--- src/rtl/iob_split_ot.sv ---
// IOb splitter: one master to N_SLAVES slaves, with in-order read responses tracked by a slave-index FIFO.
// Optional decode-error handling is enabled by defining IOB_SPLIT_OT_DECERR_EN.
module iob_split_ot #(
    parameter int                ADDR_W   = 32,
    parameter int                DATA_W   = 32,
    parameter int                N_SLAVES = 4,
    parameter int                P_SLAVES = ADDR_W - 2,
    parameter int                MAX_OT   = 4,
    parameter logic [DATA_W-1:0] ERR_DATA = DATA_W'(32'hDEADBEEF)
) (
    input  logic                       clk_i,
    input  logic                       arst_i,
    input  logic                       cke_i,
    input  logic                       m_avalid_i,
    input  logic [ADDR_W-1:0]          m_addr_i,
    input  logic [DATA_W-1:0]          m_wdata_i,
    input  logic [DATA_W/8-1:0]        m_wstrb_i,
    output logic                       m_ready_o,
    output logic                       m_rvalid_o,
    output logic [DATA_W-1:0]          m_rdata_o,
    output logic [N_SLAVES-1:0]        s_avalid_o,
    output logic [ADDR_W-1:0]          s_addr_o,
    output logic [DATA_W-1:0]          s_wdata_o,
    output logic [DATA_W/8-1:0]        s_wstrb_o,
    input  logic [N_SLAVES-1:0]        s_ready_i,
    input  logic [N_SLAVES-1:0]        s_rvalid_i,
    input  logic [N_SLAVES*DATA_W-1:0] s_rdata_i,
    output logic [$clog2(MAX_OT):0]    ot_cnt_o,
    output logic                       err_o
);
    localparam int SEL_W = $clog2(N_SLAVES);
    localparam int PTR_W = $clog2(MAX_OT);
    localparam int CNT_W = PTR_W + 1;
`ifdef IOB_SPLIT_OT_DECERR_EN
    // One extra code point holds the decode-error token N_SLAVES.
    localparam int ENT_W = $clog2(N_SLAVES + 1);
`else
    localparam int ENT_W = SEL_W;
`endif

    logic [ENT_W-1:0] mem_q [MAX_OT];
    logic [ENT_W-1:0] mem_d [MAX_OT];
    logic [PTR_W-1:0] wr_ptr_q, wr_ptr_d, rd_ptr_q, rd_ptr_d;
    logic [CNT_W-1:0] cnt_q, cnt_d;
    logic             err_q, err_d;

    logic [SEL_W-1:0]  sel_raw;
    logic [ENT_W-1:0]  sel_ent, tail_ent, head_ent;
    logic [PTR_W-1:0]  tail_ptr;
    logic              dec_err, is_read, empty, full, stall;
    logic              slv_ready, head_rvalid, head_err, accept, push, pop;
    logic [DATA_W-1:0] head_rdata;

    assign sel_raw = m_addr_i[P_SLAVES -: SEL_W];

    always_comb begin
        dec_err = 1'b0;
        sel_ent = ENT_W'(sel_raw);
        if (int'(sel_raw) >= N_SLAVES) begin
`ifdef IOB_SPLIT_OT_DECERR_EN
            dec_err = 1'b1;
            sel_ent = ENT_W'(N_SLAVES);
`else
            sel_ent = ENT_W'(N_SLAVES - 1);
`endif
        end
    end

    assign empty    = (cnt_q == '0);
    assign full     = (cnt_q == CNT_W'(MAX_OT));
    assign tail_ptr = wr_ptr_q - PTR_W'(1);
    assign tail_ent = mem_q[tail_ptr];
    assign head_ent = mem_q[rd_ptr_q];
    assign is_read  = (m_wstrb_i == '0);
    // Reads only follow reads to the same slave, so responses cannot reorder.
    assign stall    = is_read && (full || (!empty && (sel_ent != tail_ent)));

`ifdef IOB_SPLIT_OT_DECERR_EN
    assign head_err = (head_ent == ENT_W'(N_SLAVES));
`else
    assign head_err = 1'b0;
`endif

    always_comb begin
        slv_ready   = 1'b0;
        head_rvalid = 1'b0;
        head_rdata  = '0;
        s_avalid_o  = '0;
        for (int k = 0; k < N_SLAVES; k++) begin
            if (sel_ent == ENT_W'(k)) begin
                slv_ready     = s_ready_i[k];
                s_avalid_o[k] = m_avalid_i && !stall;
            end
            if (head_ent == ENT_W'(k)) begin
                head_rvalid = s_rvalid_i[k];
                head_rdata  = s_rdata_i[k*DATA_W +: DATA_W];
            end
        end
    end

    assign m_ready_o  = !stall && (dec_err || slv_ready);
    assign s_addr_o   = m_addr_i;
    assign s_wdata_o  = m_wdata_i;
    assign s_wstrb_o  = m_wstrb_i;
    assign m_rvalid_o = !empty && (head_err || head_rvalid);
    assign m_rdata_o  = empty ? '0 : (head_err ? ERR_DATA : head_rdata);
    assign ot_cnt_o   = cnt_q;
    assign err_o      = err_q;

    assign accept = m_avalid_i && m_ready_o;
    assign push   = cke_i && accept && is_read;
    assign pop    = cke_i && m_rvalid_o;

    always_comb begin
        mem_d    = mem_q;
        wr_ptr_d = wr_ptr_q;
        rd_ptr_d = rd_ptr_q;
        cnt_d    = cnt_q;
        err_d    = cke_i ? (accept && dec_err) : err_q;
        if (push) begin
            mem_d[wr_ptr_q] = sel_ent;
            wr_ptr_d        = wr_ptr_q + PTR_W'(1);
        end
        if (pop) begin
            rd_ptr_d = rd_ptr_q + PTR_W'(1);
        end
        case ({push, pop})
            2'b10:   cnt_d = cnt_q + CNT_W'(1);
            2'b01:   cnt_d = cnt_q - CNT_W'(1);
            default: cnt_d = cnt_q;
        endcase
    end

    always_ff @(posedge clk_i or posedge arst_i) begin
        if (arst_i) begin
            for (int i = 0; i < MAX_OT; i++) mem_q[i] <= '0;
            wr_ptr_q <= '0;
            rd_ptr_q <= '0;
            cnt_q    <= '0;
            err_q    <= 1'b0;
        end else begin
            mem_q    <= mem_d;
            wr_ptr_q <= wr_ptr_d;
            rd_ptr_q <= rd_ptr_d;
            cnt_q    <= cnt_d;
            err_q    <= err_d;
        end
    end
endmodule

--- config.mk ---
export PLATFORM = sky130hd
export DESIGN_NAME = iob_split_ot
export DESIGN_NICKNAME = d
export VERILOG_FILES = /design/src/rtl/iob_split_ot.sv
export SDC_FILE = /design/constraint.sdc
export NUM_CORES = 1
export LEC_CHECK = 0
export CORE_AREA = 4 4 121 123
export CTS_CLUSTER_DIAMETER = 200
export DETAILED_ROUTE_END_ITERATION = 10
export DIE_AREA = 0 0 125 127
export PLACE_DENSITY = 0.63
export SYNTH_ARGS = -nofsm -noshare
export SYNTH_HDL_FRONTEND = slang
export SYNTH_SLANG_ARGS = --single-unit
--- constraint.sdc ---
create_clock -name clk_i -period 4.2 [get_ports clk_i]
set_input_delay 0.84 -clock clk_i [delete_from_list [all_inputs] [get_ports clk_i]]
set_output_delay 0.84 -clock clk_i [all_outputs]
set_load 0.01 [all_outputs]
==> results of run 1 <==
[critical path: cells and delay by family (launching register included)]
family / cells / cell delay, ps
XOR/XNOR: 1 / 200
adder cells (fa/ha/maj): 1 / 350
buffers and inverters: 2 / 730
flip-flops: 1 / 490
multiplexers: 1 / 350
AND/OR/NAND/NOR: 3 / 810
[cell families after synthesis]
group	after synthesis	synth area share, %
compound gates	22	5.964
xor+xnor	8	2.760
fa+ha+maj	6	3.253
buf+inv	88	24.00
flops	15	14.79
mux	43	35.39
other cells	1	0.1477
simple gates	54	13.70
[final cells by class]
class                   instances  share of cell area [%]
repair buffers                198                   46.74
well taps                     180                   5.318
multi-input cells             134                   36.69
inverters                       6                  0.5318
clock buffers                   4                   1.861
flip-flops and latches         15                   8.863
[sequential cells by signal, indices dropped and copies added, names as in the netlist]
signal / flops
mem_q: 8
ot_cnt_o: 3
wr_ptr_q: 2
rd_ptr_q: 2
[cell usage after synthesis]
cell type	instances	area, sq um
conb_1	1	3.750
o21ai_2	1	8.760
fa_1	1	20.02
nor3b_2	1	12.51
nor3b_1	1	7.510
xnor2_1	3	26.28
or3_1	1	6.260
a22o_1	4	35.03
nor4_1	1	6.260
nor3_1	3	15.01
nor4b_1	1	8.760
dfrtp_1	15	375.4
nand2_1	3	11.26
nor4bb_1	1	10.01
buf_6	1	11.26
and3_1	1	6.260
buf_4	72	540.5
a31oi_1	8	50.05
and2_1	34	212.7
nor3_4	1	16.27
clkbuf_1	4	15.01
buf_1	4	15.01
buf_2	1	5.000
and4_1	1	8.760
o211ai_1	4	30.03
xor2_1	5	43.79
o21ai_0	4	20.02
and3_4	1	11.26
inv_1	6	22.52
mux2_1	1	11.26
mux2_2	3	33.78
nor2_1	4	15.01
mux2i_1	2	20.02
mux4_2	37	833.3
ha_1	5	62.56
o31ai_1	1	7.510
[how the worst min path moves through the flow]
stage	from	end	slack (ps)	depth (start not counted)
2_1_floorplan	mem_q[4]	mem_q[4]	480	1
3_3_place_gp	rd_ptr_q[1]	rd_ptr_q[1]	530	1
3_5_place_dp	mem_q[2]	mem_q[2]	510	1
4_1_cts	mem_q[2]	mem_q[2]	530	1
5_1_grt	mem_q[6]	mem_q[6]	560	1
6_report	ot_cnt_o[2]	ot_cnt_o[2]	530	1
[layer usage]
layer	global-route usage (%)	wire length, um	vias to the layer above
li1	-	-	1039
met1	14.81	4038	1121
met2	20.44	4981	183
met3	4.933	1060	10
met4	1.403	49	0
met5	0	0	-
[where the power goes]
| part | switching, W | internal [W] |
|---|---|---|
| logic | 0.000262 | 0.000427 |
| clock network | 0.0000535 | 0.000128 |
| registers | 0.0000536 | 0.000175 |
| total | 0.000369 | 0.000729 |
[metrics by stage]
| step | utilization (%) | cells | hold WS (ps) | total power, W | cell area, sq um |
|---|---|---|---|---|---|
| floorplan | - | 237 | 476.9 | 0.0005915 | 2539 |
| global placement | 30.42 | 533 | 525.4 | 0.0009113 | 4156 |
| detailed placement | 30.42 | 533 | 514.2 | 0.0009252 | 4156 |
| CTS | 30.99 | 537 | 532.3 | 0.001113 | 4235 |
| global route | 30.99 | 537 | 555.1 | 0.001170 | 4235 |
| finish | 30.99 | 537 | 533.0 | 0.001099 | 4235 |
==> impl_results.md, run 1 <==
* Status: completed
* Port Buf Inserts at 192
* Syn Area/Cell at 10.71 sq um
* CTS Buffer Depth at 2
* Layout Nets at 572
* Crit path to: s_avalid_o[0]
* Dpl ws at 482.1 ps
* Syn. warnings at 0
* Crit path capture type: output port
* Placed wire-length estimate at 8.632 mm
* Slew headroom at 45.33%
* Wire length per cell at 18.86 um
* CTS resizes at 0
* CTS buffer count at 3
* Share of cells above drive strength 1 at 14.85%
* Final ANT Viol Nets at 0
* Final setup violation count at 0
* Setup TNS at 0 ps
* Most common cell after layout, fill and taps aside: clkdlybuf4s50_1
* Global-route wire length before repair at 15.19 mm
* Critical R2R Launch: wr_ptr_q[0]
* CP Launch Point: wr_ptr_q[0]
* R2R Path End: ot_cnt_o[2]
* Clock Latency Late Sink at 240 ps
* Filler cells at 1387
* Pin count of the biggest net entering global routing at 38
* Syn nets at 451
* Row Count at 43
* Worst Path Max Fanout at 6
* Root buf cell: clkbuf_16
* Critical path's largest stage delay at 620 ps
* Starting DRC count in detailed routing at 126
* Lkg Pwr at 1.497 nW
* FF-to-FF path depth at 12
* Startpoint Class: flop
* FMAX at 249.9 MHz
* Area growth, synth to finish at 66.83%
* Residual DRC count at 0
* Vias in the first global route at 2527
* Vias per cell at 4.382
* Worst path slowest cell: clkdlybuf4s50_1
* Crit Path Class: flop to output port
* Io pins at 318
* H-tree levels at 1
* Worst-margin pin slew at 813.8 ps
* Die Wd at 125 um
* Core area at 13670 sq um
* FF+latch count, synth at 15
* Post-layout min period at 4001 ps
* Seq/Total Area, Yosys at 14.79%
* CTS tree: built
* Maximum VDD drop at 282.5 uV
* R2R Setup Slk at 1060 ps
* Routed wire length at 10.13 mm
* Initial core utilization at 18.58%
* GR Overflow Total at 0
* Multi-input gate area at 1554 sq um
* Number of max-cap violations at 0
* Crit share post-route at 95.27%
* HP Class: flop to flop
* CP arrival at 3160 ps
* Postcts setup bufs at 0
* Synthesized instance count at 237
* Cells along the critical path: inv_1 -> ha_1 -> mux4_2 -> xor2_1 -> nor3_4 -> nor3b_2 -> nor4b_1 -> clkdlybuf4s50_1
* Die area at 15880 sq um
* Unrepaired setup endpoints after global routing: no
* CTS sink cnt at 15
* First drt pass iteration count at 4
* Commonest non-fill, non-tap cells in the layout: 192 x clkdlybuf4s50_1, 37 x mux4_2, 34 x and2_1
* Crit path required time at 3360 ps
* CTS Hold Bufs at 0
* Reg area at 375.4 sq um
* Final Max Tran Viols at 0
* Initial antenna violation count at 0
* Cell Area, Synth at 2539 sq um
* Via count at 2353
* Distinct cells, synth at 36
* PwrDens at 259.4 nW/um^2
* Placer Congestion at 0.8920
* Ant diodes at 0
* All-Layer GR Usage at 12.01%
* Die H at 127 um
* Reg clk slew, reported paths at 50 ps
* Clock Skew at 1.632 ps
* Setup ws final at 198.7 ps
* Final Hold Fails at 0
No activity file was read; power rests on OpenSTA's default activity.
==> inputs of run 2 (changes only) <==
--- a/config.mk
+++ b/config.mk
@@ -7,6 +7,7 @@
 export LEC_CHECK = 0
 export CORE_AREA = 4 4 121 123
 export CTS_CLUSTER_DIAMETER = 200
+export CTS_CLUSTER_SIZE = 8
 export DETAILED_ROUTE_END_ITERATION = 10
 export DIE_AREA = 0 0 125 127
 export PLACE_DENSITY = 0.63
==> results of run 2 <==
No change in the layout: final DEF, timing and power equal those of run 1.
